`src/rtl/matrix_stream_if.sv`:
```
// Bundle of the requester-side and engine-side AXI-Stream signals of the
// matrix stream scheduler. The master modport is the scheduler's view, the
// slave modport is the environment (requesters plus engine).
interface matrix_stream_if #(
   parameter int NUM_REQ    = 3,
   parameter int DATA_WIDTH = 32,
   parameter int ID_W       = 2,
   parameter int IDX_W      = 2
);
   logic [NUM_REQ*DATA_WIDTH-1:0] s_tdata;
   logic [NUM_REQ-1:0]            s_tvalid;
   logic [NUM_REQ-1:0]            s_tready;
   logic [DATA_WIDTH-1:0]         m_tdata;
   logic                          m_tvalid;
   logic                          m_tready;
   logic                          m_tlast;
   logic [ID_W-1:0]               m_tid;
   logic [IDX_W-1:0]              m_row;
   logic [IDX_W-1:0]              m_col;

   modport master (
      input  s_tdata, s_tvalid, m_tready,
      output s_tready, m_tdata, m_tvalid, m_tlast, m_tid, m_row, m_col
   );

   modport slave (
      output s_tdata, s_tvalid, m_tready,
      input  s_tready, m_tdata, m_tvalid, m_tlast, m_tid, m_row, m_col
   );
endinterface

```
`src/rtl/matrix_stream_scheduler.sv`:
```
// Round-robin scheduler sharing one matrix engine between NUM_REQ
// AXI-Stream requesters. A grant covers a whole SIZE*SIZE matrix; every
// forwarded beat passes one output register and carries source id, row,
// column and an end-of-matrix tlast.
// Optional feature: define MATSCHED_STATS_EN to add the 16-bit mat_count
// port counting completed matrices.
module matrix_stream_scheduler #(
   parameter int SIZE       = 4,
   parameter int DATA_WIDTH = 32,
   parameter int NUM_REQ    = 3,
   parameter int ID_W       = 2,
   parameter int IDX_W      = 2
) (
   input  logic              clk,
   input  logic              rst,
   matrix_stream_if.master   bus,
   output logic              busy
`ifdef MATSCHED_STATS_EN
   ,
   output logic [15:0]       mat_count
`endif
);

   typedef enum logic [0:0] {IDLE, XFER} state_t;

   localparam logic [IDX_W-1:0] LAST_IDX = IDX_W'(SIZE - 1);
   localparam logic [ID_W-1:0]  LAST_REQ = ID_W'(NUM_REQ - 1);

   state_t                state_reg;
   logic                  busy_reg;
   logic [ID_W-1:0]       grant_reg;
   logic [ID_W-1:0]       ptr_reg;
   logic [IDX_W-1:0]      row_reg;
   logic [IDX_W-1:0]      col_reg;

   logic [DATA_WIDTH-1:0] m_tdata_reg;
   logic                  m_tvalid_reg;
   logic                  m_tlast_reg;
   logic [ID_W-1:0]       m_tid_reg;
   logic [IDX_W-1:0]      m_row_reg;
   logic [IDX_W-1:0]      m_col_reg;

   logic [ID_W-1:0]       pick_next;
   logic [ID_W-1:0]       ptr_next;
   logic [NUM_REQ-1:0]    ready_vec;
   logic [DATA_WIDTH-1:0] sel_data;
   logic                  out_free;
   logic                  xfer_ready;
   logic                  accept;
   logic                  last_elem;

   // Round-robin pick: lowest valid index at or above the pointer wins;
   // otherwise the lowest valid index below it (the wrapped part).
   always_comb begin
      pick_next = '0;
      for (int k = NUM_REQ - 1; k >= 0; k--) begin
         if (bus.s_tvalid[k] && (ID_W'(k) < ptr_reg))
            pick_next = ID_W'(k);
      end
      for (int k = NUM_REQ - 1; k >= 0; k--) begin
         if (bus.s_tvalid[k] && (ID_W'(k) >= ptr_reg))
            pick_next = ID_W'(k);
      end
   end

   // Data mux from the granted requester.
   always_comb begin
      sel_data = '0;
      for (int k = 0; k < NUM_REQ; k++) begin
         if (grant_reg == ID_W'(k))
            sel_data = bus.s_tdata[k*DATA_WIDTH +: DATA_WIDTH];
      end
   end

   // The output register can take a new beat when empty or draining this cycle.
   assign out_free   = !m_tvalid_reg || bus.m_tready;
   assign xfer_ready = (state_reg == XFER) && out_free;
   assign last_elem  = (row_reg == LAST_IDX) && (col_reg == LAST_IDX);
   assign ptr_next   = (grant_reg == LAST_REQ) ? '0 : grant_reg + ID_W'(1);

   generate
      for (genvar gi = 0; gi < NUM_REQ; gi++) begin : g_ready
         assign ready_vec[gi] = xfer_ready && (grant_reg == ID_W'(gi));
      end
   endgenerate

   assign accept = |(bus.s_tvalid & ready_vec);

   // Grant FSM: latch the winner in IDLE, count the matrix out in XFER.
   always_ff @(posedge clk) begin
      if (rst) begin
         state_reg <= IDLE;
         busy_reg  <= 1'b0;
         grant_reg <= '0;
         ptr_reg   <= '0;
         row_reg   <= '0;
         col_reg   <= '0;
      end else begin
         case (state_reg)
            IDLE: begin
               if (|bus.s_tvalid) begin
                  state_reg <= XFER;
                  busy_reg  <= 1'b1;
                  grant_reg <= pick_next;
               end
            end
            XFER: begin
               if (accept) begin
                  if (last_elem) begin
                     state_reg <= IDLE;
                     busy_reg  <= 1'b0;
                     ptr_reg   <= ptr_next;
                     row_reg   <= '0;
                     col_reg   <= '0;
                  end else if (col_reg == LAST_IDX) begin
                     col_reg <= '0;
                     row_reg <= row_reg + IDX_W'(1);
                  end else begin
                     col_reg <= col_reg + IDX_W'(1);
                  end
               end
            end
            default: begin
               state_reg <= IDLE;
               busy_reg  <= 1'b0;
            end
         endcase
      end
   end

   // Output register: load on accept, empty when drained, hold while stalled.
   always_ff @(posedge clk) begin
      if (rst) begin
         m_tdata_reg  <= '0;
         m_tvalid_reg <= 1'b0;
         m_tlast_reg  <= 1'b0;
         m_tid_reg    <= '0;
         m_row_reg    <= '0;
         m_col_reg    <= '0;
      end else if (accept) begin
         m_tdata_reg  <= sel_data;
         m_tvalid_reg <= 1'b1;
         m_tlast_reg  <= last_elem;
         m_tid_reg    <= grant_reg;
         m_row_reg    <= row_reg;
         m_col_reg    <= col_reg;
      end else if (bus.m_tready) begin
         m_tvalid_reg <= 1'b0;
      end
   end

   assign bus.s_tready = ready_vec;
   assign bus.m_tdata  = m_tdata_reg;
   assign bus.m_tvalid = m_tvalid_reg;
   assign bus.m_tlast  = m_tlast_reg;
   assign bus.m_tid    = m_tid_reg;
   assign bus.m_row    = m_row_reg;
   assign bus.m_col    = m_col_reg;
   assign busy         = busy_reg;

`ifdef MATSCHED_STATS_EN
   logic [15:0] mat_count_reg;

   // Count matrices whose final beat the engine has taken; wraps naturally.
   always_ff @(posedge clk) begin
      if (rst)
         mat_count_reg <= '0;
      else if (m_tvalid_reg && bus.m_tready && m_tlast_reg)
         mat_count_reg <= mat_count_reg + 16'd1;
   end

   assign mat_count = mat_count_reg;
`endif

endmodule

```
`src/flat_wrapper.sv`:
```
// flat-port wrapper written by rule: the top's interface ports become plain ports
module matrix_stream_scheduler_flat 
#(
   parameter int SIZE       = 4,
   parameter int DATA_WIDTH = 32,
   parameter int NUM_REQ    = 3,
   parameter int ID_W       = 2,
   parameter int IDX_W      = 2
)
  (clk, rst, busy, bus_s_tdata, bus_s_tvalid, bus_m_tready, bus_s_tready, bus_m_tdata, bus_m_tvalid, bus_m_tlast, bus_m_tid, bus_m_row, bus_m_col);
  matrix_stream_if #(.NUM_REQ(NUM_REQ), .DATA_WIDTH(DATA_WIDTH), .ID_W(ID_W), .IDX_W(IDX_W)) bus_i ();
  input  logic clk;
  input  logic rst;
  output logic busy;
  input wire logic [$bits(bus_i.s_tdata)-1:0] bus_s_tdata;
  input wire logic [$bits(bus_i.s_tvalid)-1:0] bus_s_tvalid;
  input wire logic [$bits(bus_i.m_tready)-1:0] bus_m_tready;
  output wire logic [$bits(bus_i.s_tready)-1:0] bus_s_tready;
  output wire logic [$bits(bus_i.m_tdata)-1:0] bus_m_tdata;
  output wire logic [$bits(bus_i.m_tvalid)-1:0] bus_m_tvalid;
  output wire logic [$bits(bus_i.m_tlast)-1:0] bus_m_tlast;
  output wire logic [$bits(bus_i.m_tid)-1:0] bus_m_tid;
  output wire logic [$bits(bus_i.m_row)-1:0] bus_m_row;
  output wire logic [$bits(bus_i.m_col)-1:0] bus_m_col;
  assign bus_i.s_tdata = bus_s_tdata;
  assign bus_i.s_tvalid = bus_s_tvalid;
  assign bus_i.m_tready = bus_m_tready;
  assign bus_s_tready = bus_i.s_tready;
  assign bus_m_tdata = bus_i.m_tdata;
  assign bus_m_tvalid = bus_i.m_tvalid;
  assign bus_m_tlast = bus_i.m_tlast;
  assign bus_m_tid = bus_i.m_tid;
  assign bus_m_row = bus_i.m_row;
  assign bus_m_col = bus_i.m_col;
  matrix_stream_scheduler #(.SIZE(SIZE), .DATA_WIDTH(DATA_WIDTH), .NUM_REQ(NUM_REQ), .ID_W(ID_W), .IDX_W(IDX_W)) u_core (.clk(clk), .rst(rst), .bus(bus_i), .busy(busy));
endmodule
```
`config.mk`:
```
export PLATFORM = sky130hd
export DESIGN_NAME = matrix_stream_scheduler_flat
export DESIGN_NICKNAME = d
export VERILOG_FILES = /design/src/rtl/matrix_stream_if.sv /design/src/rtl/matrix_stream_scheduler.sv /design/src/flat_wrapper.sv
export SDC_FILE = /design/constraint.sdc
export NUM_CORES = 1
export LEC_CHECK = 0
export CORE_UTILIZATION = 35
export DETAILED_ROUTE_END_ITERATION = 7
export MAX_ROUTING_LAYER = met4
export PLACE_DENSITY_LB_ADDON = 0.08
export SLEW_MARGIN = 20
export SYNTH_ARGS = -nofsm -noshare
export SYNTH_HDL_FRONTEND = slang
export SYNTH_SLANG_ARGS = --single-unit
export TNS_END_PERCENT = 1
```
`constraint.sdc`:
```
create_clock -name clk -period 1.6 [get_ports clk]
set_clock_uncertainty 0.2 [all_clocks]
set_input_delay 0.32 -clock clk [delete_from_list [all_inputs] [get_ports clk]]
set_output_delay 0.32 -clock clk [all_outputs]
set_load 0.005 [all_outputs]
```
==> flow_summary.json, run 1 <==
{
  "fin_area_um2": 4520,
  "drc_errors": 0,
  "grt_util_all_layers": 0.226,
  "port_buffers": 145,
  "setup.worst_path.start_class": "flip-flop",
  "cts_max_path_buffers": 2,
  "synth_xor_area_frac": 0,
  "power.density_nw_per_um2": 689,
  "cts_max_level": 2,
  "fin_ws_ns": -0.0805,
  "dpl_cell_area_um2": 4330,
  "final_common_cell": "clkdlybuf4s50_1",
  "diodes": 0,
  "drt_first_pass_iters": 4,
  "drt-vias-per-instance": 5.15,
  "period_share": 1.05,
  "crit_type": "reg2reg",
  "antenna_found_initial": 0,
  "drive_gt1_frac": 0.163,
  "grt_pass1_wl_um": 13400,
  "die_area_um2": 7920,
  "dieHeight_um": 89.0,
  "ir_worst_vdd_v": 0.000382,
  "synth-compound-area-share": 0.291,
  "clk_latency_ns": 0.30,
  "synth_top_family_by_area": "compound AO/OA/AOI/OAI gates",
  "violations": "setup timing",
  "setup_viol": 36,
  "syn-instance-count": 322,
  "start_util": 0.363,
  "worstPathArrival_ns": 1.68,
  "layout_common_cells": "clkdlybuf4s50_1 (96), a21oi_1 (68), dlygate4sd2_1 (45), dfxtp_1 (40), nor2_1 (34)",
  "final_cells": 570,
  "grt_max_degree": 40,
  "yosys.area_share.adder": 0.00945,
  "cts.clk_slew.worst_paths_ns": 0.09,
  "place_inst": 560,
  "cp_max_fo": 6,
  "synthesis.area_um2": 2650,
  "finish.utilization": 0.620,
  "avgRoutedWirePerCell_um": 14.9,
  "end_kind": "flip-flop",
  "leakage_nw": 1.83,
  "synth-seq-cells": 50,
  "rsz0062_at_grt": "yes",
  "synth.distinct_cells": 33,
  "fp-row-count": 31,
  "synthesis.nets": 426,
  "grt_overflow_total": 0,
  "grt_pass1_vias": 2765,
  "ys_seq_area_frac": 0.378,
  "boundaryPins": 146,
  "cap_violations": 0,
  "cts-root-buf": "clkbuf_8",
  "critical_path_required_ns": 1.60,
  "status": "finished, violations left",
  "wirelength_um": 8510,
  "synth-simple-area-share": 0.122,
  "hold_buffers": 0,
  "nets": 574,
  "dpl.hpwl_um": 6070,
  "worst_pin_slew_ns": 0.250,
  "vias": 2935,
  "largest_reg_flops": 32,
  "hold_viol_final": 0,
  "gp_congestion": 0.785,
  "clock_sinks": 50,
  "dr.first_iter.drc_count": 75,
  "timing.fmax_mhz": 595,
  "die_x_um": 89.0,
  "fin_crit_ns": 1.68,
  "finalMaxSlewViolations": 0,
  "area_delta_synth_final_pct": 70.6,
  "final_antenna_net_count": 0,
  "muxShareOfSynthArea": 0.135,
  "max-slew-margin-rel": 0.834,
  "core_area_um2": 7290,
  "yosysWarnings": 0,
  "cts_buffers": 5,
  "avgSynthCellArea_um2": 8.23,
  "hold_path.class": "in2reg",
  "cts_tree": "yes"
}
-- per-layer routing --
metal | wire length [um] | global-route usage | vias up | share of wire
met5 | 0 | - | - | 0
li1 | - | - | 1468 | -
met4 | 111 | 0.0548 | 0 | 0.013
met2 | 4370 | 0.390 | 89 | 0.51
met3 | 419 | 0.0471 | 10 | 0.049
met1 | 3610 | 0.269 | 1368 | 0.42
-- cells by family (layout without fill, tap and decap cells) --
logic type / Yosys count / in the layout
buf+inv: 36 / 185
fa+ha+maj: 2 / 2
flops: 50 / 50
mux: 35 / 35
simple gates: 68 / 68
compound gates: 131 / 131
-- final timing paths --
kind,start,endpoint,slack (ns),cells after the start
hold / removal,rst,u_core.grant_reg[1]$_SDFFE_PP0P_,0.13,2
setup / recovery,u_core.grant_reg[0]$_SDFFE_PP0P_,u_core.ptr_reg[0]$_SDFFE_PP0P_,-0.08,4
setup reg to reg,u_core.grant_reg[0]$_SDFFE_PP0P_,u_core.ptr_reg[0]$_SDFFE_PP0P_,-0.08,4
hold reg to reg,u_core.bus.m_tid[0]$_SDFFE_PP0N_,u_core.bus.m_tid[0]$_SDFFE_PP0N_,0.28,1
-- cell usage after synthesis --
master	count	area (um^2)
and3_1	1	6.26
buf_1	2	7.51
nor2b_1	4	25.0
o211a_1	2	20.0
o21ai_0	12	60.1
clkbuf_1	14	52.6
ha_1	2	25.0
a211oi_1	32	240
nor3_1	5	25.0
buf_2	9	45.0
nor2_1	37	139
nor3b_1	1	7.51
buf_6	1	11.3
mux2_2	1	11.3
nand2b_4	1	13.8
or4_1	1	7.51
inv_1	4	15.0
nand2_1	4	15.0
nand3_1	8	40.0
nand2b_1	2	12.5
o31ai_1	2	15.0
mux2i_1	33	330
dfxtp_1	50	1000
o2111ai_1	1	8.76
o21a_1	2	15.0
a21oi_1	78	390
nand4_1	3	18.8
o211ai_1	1	7.51
nor2b_4	1	13.8
buf_4	5	37.5
inv_2	1	3.75
mux2_4	1	15.0
o211ai_2	1	12.5
-- power by group --
group / switching, W / total (W) / internal [W] / leakage [nW]
Combinational: 0.000374 / 0.000883 / 0.000509 / 1.36
Sequential: 0.0000486 / 0.00138 / 0.00133 / 0.414
Clock: 0.000415 / 0.000852 / 0.000437 / 0.0575
-- critical path: stages (launching register included) --
cell	delay, ns
dfxtp_4	0.41
mux2_4	0.34
nand2b_4	0.16
nand4_1	0.14
mux2_4	0.32
-- per-stage QoR --
step / total power, W / worst slack, ns / hold slack, ns / setup TNS (ns)
floorplan: 0.00177 / -0.0671 / 0.251 / -0.641
global placement: 0.00229 / -0.633 / 0.252 / -21.55
detailed placement: 0.00230 / -0.665 / 0.266 / -22.40
CTS: 0.00312 / -0.0686 / 0.119 / -1.14
global route: 0.00327 / -0.119 / 0.126 / -3.80
finish: 0.00311 / -0.0805 / 0.128 / -1.39
-- repair_timing --
action	CTS	global route
endpoints found under the setup margin	91	50
cloned	1	0
setup buffers	1	0
pin swaps	12	4
resized for setup	79	13
-- area by class of cell --
type | count | area [um^2]
fill | 697 | 2770
timing repair buffer | 172 | 1670
multi-input combinational | 236 | 1580
sequential | 50 | 1020
tap | 99 | 124
clock buffer | 8 | 110
inverter | 5 | 18.8
(Power assumes the default switching activity.)
==> run 2: changes to the inputs <==
- CORE_UTILIZATION: 35 -> 36
- CTS_BUF_LIST: not set -> sky130_fd_sc_hd__clkbuf_4 sky130_fd_sc_hd__clkbuf_8
- MAX_ROUTING_LAYER: met4 -> not set
==> run 2 against run 1 <==
Net effect:
- the flow still finishes with violations (setup timing)
- first-iteration DRC count grew 15%
- critical path depth unchanged
- die area decreased by 2.7%
- critical path type unchanged
- largest cell class unchanged
==> flow_summary.json, run 2 (synthesis results as in run 1) <==
{
  "die_x_um": 87.8,
  "violations": "setup timing",
  "end_kind": "flip-flop",
  "leakage_nw": 1.83,
  "crit_type": "reg2reg",
  "area_delta_synth_final_pct": 70.4,
  "dr.first_iter.drc_count": 86,
  "worstPathArrival_ns": 1.67,
  "busiest_layer": "met2",
  "hold_path.class": "in2reg",
  "cts_max_path_buffers": 2,
  "fin_crit_ns": 1.67,
  "grt_use_met3": 0.0556,
  "power.internal_w": 0.00246,
  "final_antenna_net_count": 0,
  "antenna_found_initial": 0,
  "cap_violations": 0,
  "critical_path_required_ns": 1.60,
  "vias": 2938,
  "cp_num_buf_inv": 0,
  "timing.fmax_mhz": 600,
  "avgRoutedWirePerCell_um": 15.2,
  "layout_common_cells": "clkdlybuf4s50_1 (96), a21oi_1 (68), dlygate4sd2_1 (44), dfxtp_1 (38), nor2_1 (34)",
  "cts-root-buf": "clkbuf_8",
  "drt_first_pass_iters": 4,
  "diodes": 0,
  "power.density_nw_per_um2": 734,
  "largest_reg_flops": 32,
  "crit_slowest_cell": "dfxtp_4",
  "dpl_cell_area_um2": 4280,
  "setup.worst_path.start_class": "flip-flop",
  "dieHeight_um": 87.8,
  "finish.utilization": 0.650,
  "core_area_um2": 6940,
  "crit_path_cell_trace": "mux2_4, nand2b_4, nand4_1, mux2_4",
  "cp_max_fo": 5,
  "period_share": 1.04,
  "critPathMaxStageDelay_ns": 0.40,
  "cts_tree": "yes",
  "grt_overflow_total": 0,
  "nets": 573,
  "clk_latency_ns": 0.30,
  "wirelength_um": 8610,
  "met1_usage": 0.284,
  "cts_buffers": 5,
  "whs_ns": 0.0866,
  "start_util": 0.381,
  "p_sw_frac": 0.257,
  "drive_gt1_frac": 0.162,
  "die_area_um2": 7700,
  "gp_congestion": 0.780,
  "hold_buffers": 0,
  "cts.clk_slew.worst_paths_ns": 0.10,
  "port_buffers": 145,
  "grt_util_all_layers": 0.228,
  "status": "finished, violations left",
  "setup_viol": 34,
  "fin_ws_ns": -0.0662,
  "rsz0062_at_grt": "yes",
  "grt_pass1_vias": 2897,
  "fin_area_um2": 4510,
  "crit_family": "multiplexers",
  "ir_worst_vdd_v": 0.000400,
  "grt_pass1_wl_um": 13800,
  "final_common_cell": "clkdlybuf4s50_1",
  "hold_viol_final": 0,
  "drt-vias-per-instance": 5.19,
  "clockPowerShare": 0.318,
  "grt_max_degree": 44,
  "dpl.hpwl_um": 6060,
  "worst_pin_slew_ns": 0.336,
  "fp-row-count": 30,
  "cp_common_cell": "mux2_4",
  "max-slew-margin-rel": 0.776,
  "combPwrFrac": 0.267,
  "finalMaxSlewViolations": 0,
  "use_met2": 0.389,
  "power.switching_w": 0.000851,
  "seqPwrFrac": 0.415,
  "cts_max_level": 2,
  "drc_errors": 0,
  "boundaryPins": 146,
  "clock_sinks": 50
}
==> run 2: what timing repair did <==
action	4_1_cts	5_1_grt
gates cloned	1	1
pin swaps	3	6
setup buffers	0	1
endpoints found under the setup margin	91	49
gates resized for setup	81	14
==> run 2: final timing paths <==
| path | start | end | slack [ns] | cells past startpoint |
|---|---|---|---|---|
| worst min register to register | u_core.bus.m_tid[0]$_SDFFE_PP0N_ | u_core.bus.m_tid[0]$_SDFFE_PP0N_ | 0.27 | 1 |
| worst max-delay path | u_core.grant_reg[0]$_SDFFE_PP0P_ | u_core.ptr_reg[0]$_SDFFE_PP0P_ | -0.07 | 4 |
| worst min-delay path | rst | u_core.bus.m_tid[1]$_SDFFE_PP0N_ | 0.09 | 2 |
| worst max register to register | u_core.grant_reg[0]$_SDFFE_PP0P_ | u_core.ptr_reg[0]$_SDFFE_PP0P_ | -0.07 | 4 |
==> run 2: power by group through the flow <==
stage / registers, W / clock network [W] / logic [W]
2_1_floorplan: 0.00140 / 0 / 0.000362
3_3_place_gp: 0.00140 / 0 / 0.000876
3_5_place_dp: 0.00140 / 0 / 0.000888
4_1_cts: 0.00137 / 0.00107 / 0.000852
5_1_grt: 0.00139 / 0.00113 / 0.000961
6_report: 0.00137 / 0.00105 / 0.000882
==> run 2: worst reg2reg max path, cell delays in order, from the launching register on <==
cell      delay, ns
dfxtp_4        0.40
mux2_4         0.34
nand2b_4       0.18
nand4_1        0.14
mux2_4         0.31
==> run 2: layer usage <==
layer | wire length, um | vias up
met2 | 4240 | 93
met5 | 0 | -
met1 | 3750 | 1368
met3 | 463 | 12
met4 | 145 | 0
li1 | - | 1465
==> run 2: final cells by class <==
type / instances / area, um^2
Tap cell: 96 / 120
Sequential cell: 50 / 1020
Multi-Input combinational cell: 236 / 1570
Clock buffer: 5 / 68.8
Fill cell: 645 / 2430
Timing Repair Buffer: 171 / 1640
Inverter: 5 / 18.8
Clock inverter: 3 / 68.8
==> run 2: metrics by stage <==
step | cells | setup TNS (ns) | worst slack [ns] | total power, W
floorplan | 322 | -0.641 | -0.0671 | 0.00177
global placement | 555 | -21.51 | -0.635 | 0.00227
detailed placement | 555 | -22.62 | -0.651 | 0.00229
CTS | 564 | -1.71 | -0.0923 | 0.00330
global route | 566 | -2.80 | -0.112 | 0.00348
finish | 566 | -0.696 | -0.0662 | 0.00331
==> run 3: changes to the inputs <==
- CAP_MARGIN: not set -> 30
- CORE_UTILIZATION: 36 -> 43
- clock period: 1.6 -> 2 ns (I/O delays scaled with it)
==> run 3 against run 2 <==
Net effect:
- the run now ends clean
- non-clock buffer count fell by 1
- worst hold slack improved by 0.15 ns
- setup slack improved by 0.24 ns
- global-route usage rose by 1.5 points
- combinational power fell by 19%
- final cell count fell by 4.1%
- fmax fell by 8.6%
- power fell by 28%
- utilization rose by 8.5 points
- cell area fell by 3.6%
- flip-flop and latch count did not move
- sequential share of layout area rose by 0.41 points
==> flow_summary.json, run 3 (synthesis results as in run 1) <==
{
  "status": "complete, no violations",
  "max-slew-margin-rel": 0.704,
  "start_util": 0.447,
  "cts_max_level": 2,
  "critical_path_required_ns": 1.98,
  "rsz0062_at_grt": "no",
  "core_area_um2": 5920,
  "largest_reg_flops": 32,
  "dr.first_iter.drc_count": 105,
  "cp_num_buf_inv": 2,
  "use_met2": 0.425,
  "grt_max_degree": 31,
  "power.density_nw_per_um2": 551,
  "final_antenna_net_count": 0,
  "grt_use_met3": 0.0727,
  "fill_cells": 484,
  "rrSetupSlack_ns": 0.18,
  "crit_path_cell_trace": "buf_4, nor2_2, buf_4, a21oi_1, a211oi_1",
  "drt_first_pass_iters": 4,
  "hold_path.class": "in2reg",
  "busiest_layer": "met2",
  "cts-root-buf": "clkbuf_8",
  "critPathMaxStageDelay_ns": 0.46,
  "cp_max_fo": 27,
  "grt_pass1_vias": 2603,
  "wirelength_um": 8060,
  "setup_viol": 0,
  "dpl_cell_area_um2": 4250,
  "grt_overflow_total": 0,
  "leakage_nw": 1.60,
  "met1_usage": 0.288,
  "cts_max_path_buffers": 2,
  "ff_latch_area_um2": 1000,
  "grt_util_all_layers": 0.242,
  "worstHoldPathCells": 3,
  "cts_post_setup_buffers_inserted": 0,
  "setup.worst_path.start_class": "flip-flop",
  "port_buffers": 145,
  "drive_gt1_frac": 0.105,
  "cts_buffers": 5,
  "fp-row-count": 28,
  "holdCritStartpoint": "rst",
  "die_x_um": 80.5,
  "whs_ns": 0.236,
  "crit_slowest_cell": "dfxtp_2",
  "multi_input_area_um2": 1500,
  "crit_family": "buffers and inverters",
  "final_common_cell": "clkdlybuf4s50_1",
  "hold_buffers": 0,
  "r2r_end": "u_core.bus.m_tdata[3]$_SDFFE_PP0N_",
  "area_delta_synth_final_pct": 64.3,
  "clock_sinks": 50,
  "fin_area_um2": 4350,
  "r2r-start": "u_core.grant_reg[0]$_SDFFE_PP0P_",
  "cap_violations": 0,
  "end_kind": "flip-flop",
  "hold-path-endpoint": "u_core.bus.m_tid[0]$_SDFFE_PP0N_",
  "period_share": 0.912,
  "dieHeight_um": 80.5,
  "dpl.hpwl_um": 6060,
  "cts.clk_slew.worst_paths_ns": 0.08,
  "timing.fmax_mhz": 549,
  "layout_common_cells": "clkdlybuf4s50_1 (140), a21oi_1 (78), dfxtp_1 (49), nor2_1 (35), mux2i_1 (33)",
  "drc_errors": 0,
  "worst_pin_slew_ns": 0.445,
  "cp_common_cell": "buf_4",
  "drt-vias-per-instance": 5.35,
  "cts_tree": "yes",
  "ir_worst_vdd_v": 0.000356,
  "rr_worst_depth": 5,
  "die_area_um2": 6480,
  "nets": 572,
  "vias": 2906,
  "worstPathArrival_ns": 1.81,
  "clk_latency_ns": 0.30,
  "finalMaxSlewViolations": 0,
  "fin_crit_ns": 1.82,
  "grt_pass1_wl_um": 12100,
  "avgRoutedWirePerCell_um": 14.8,
  "antenna_found_initial": 0,
  "boundaryPins": 146,
  "gp_congestion": 0.807,
  "hold_viol_final": 0,
  "crit_type": "reg2reg",
  "diodes": 0
}
[run 3: cell count changes in the layout (fill, tap and decap cells not counted), sizes merged]
cell	change
bufinv	-2
clkbuf	+1
clkdlybuf4s50	+44
clkinv	-1
dlygate4sd2	-44
[run 3: cell type report]
| class | count | area share |
|---|---|---|
| Sequential cell | 50 | 0.230 |
| Multi-Input combinational cell | 236 | 0.345 |
| Timing Repair Buffer | 170 | 0.379 |
| Tap cell | 75 | 0.0216 |
| Clock buffer | 7 | 0.0193 |
| Inverter | 5 | 0.00431 |
[run 3: metal layers]
metal  routed length [um]  share of wire
met5                    0              0
met3                  640          0.079
met4                   63         0.0078
met2                 4050           0.50
met1                 3310           0.41
[run 3: power breakdown]
part	switching [W]	internal [W]	leakage (nW)
sequential	0.0000386	0.00106	0.411
combinational	0.000280	0.000433	1.15
clock	0.000314	0.000269	0.0452
total	0.000633	0.00176	1.60
[run 3: repair_timing]
item                       CTS  global route
setup endpoints to repair    3            12
cloned                       0             0
resized for setup           15             3
[run 3: worst reg2reg max path: stages (launching register included)]
cell	delay, ns
dfxtp_2	0.46
buf_4	0.43
nor2_2	0.08
buf_4	0.23
a21oi_1	0.21
a211oi_1	0.09
[run 3: worst max path at each step]
stage | start | cells after the start | slack, ns | end
final | u_core.grant_reg[0]$_SDFFE_PP0P_ | 5 | 0.18 | u_core.bus.m_tdata[3]$_SDFFE_PP0N_
after global routing | u_core.grant_reg[0]$_SDFFE_PP0P_ | 5 | 0.07 | u_core.bus.m_tdata[3]$_SDFFE_PP0N_
after CTS | bus_m_tready | 5 | 0.03 | bus_s_tready[1]
after detailed placement | bus_m_tready | 5 | -0.41 | bus_s_tready[1]
after global placement | bus_m_tready | 5 | -0.37 | bus_s_tready[1]
after floorplan | u_core.grant_reg[0]$_SDFFE_PP0P_ | 7 | 0.29 | u_core.bus.m_tdata[0]$_SDFFE_PP0N_
[run 3: stage by stage]
stage,TNS (ns),worst slack [ns],utilization,std cells,power [W]
final,0,0.177,0.735,543,0.00240
after global routing,0,0.0732,0.735,543,0.00252
after CTS,0,0.0267,0.733,543,0.00240
after detailed placement,-9.26,-0.411,0.719,536,0.00183
after global placement,-6.85,-0.369,0.719,536,0.00182
after floorplan,0,0.292,-,322,0.00141
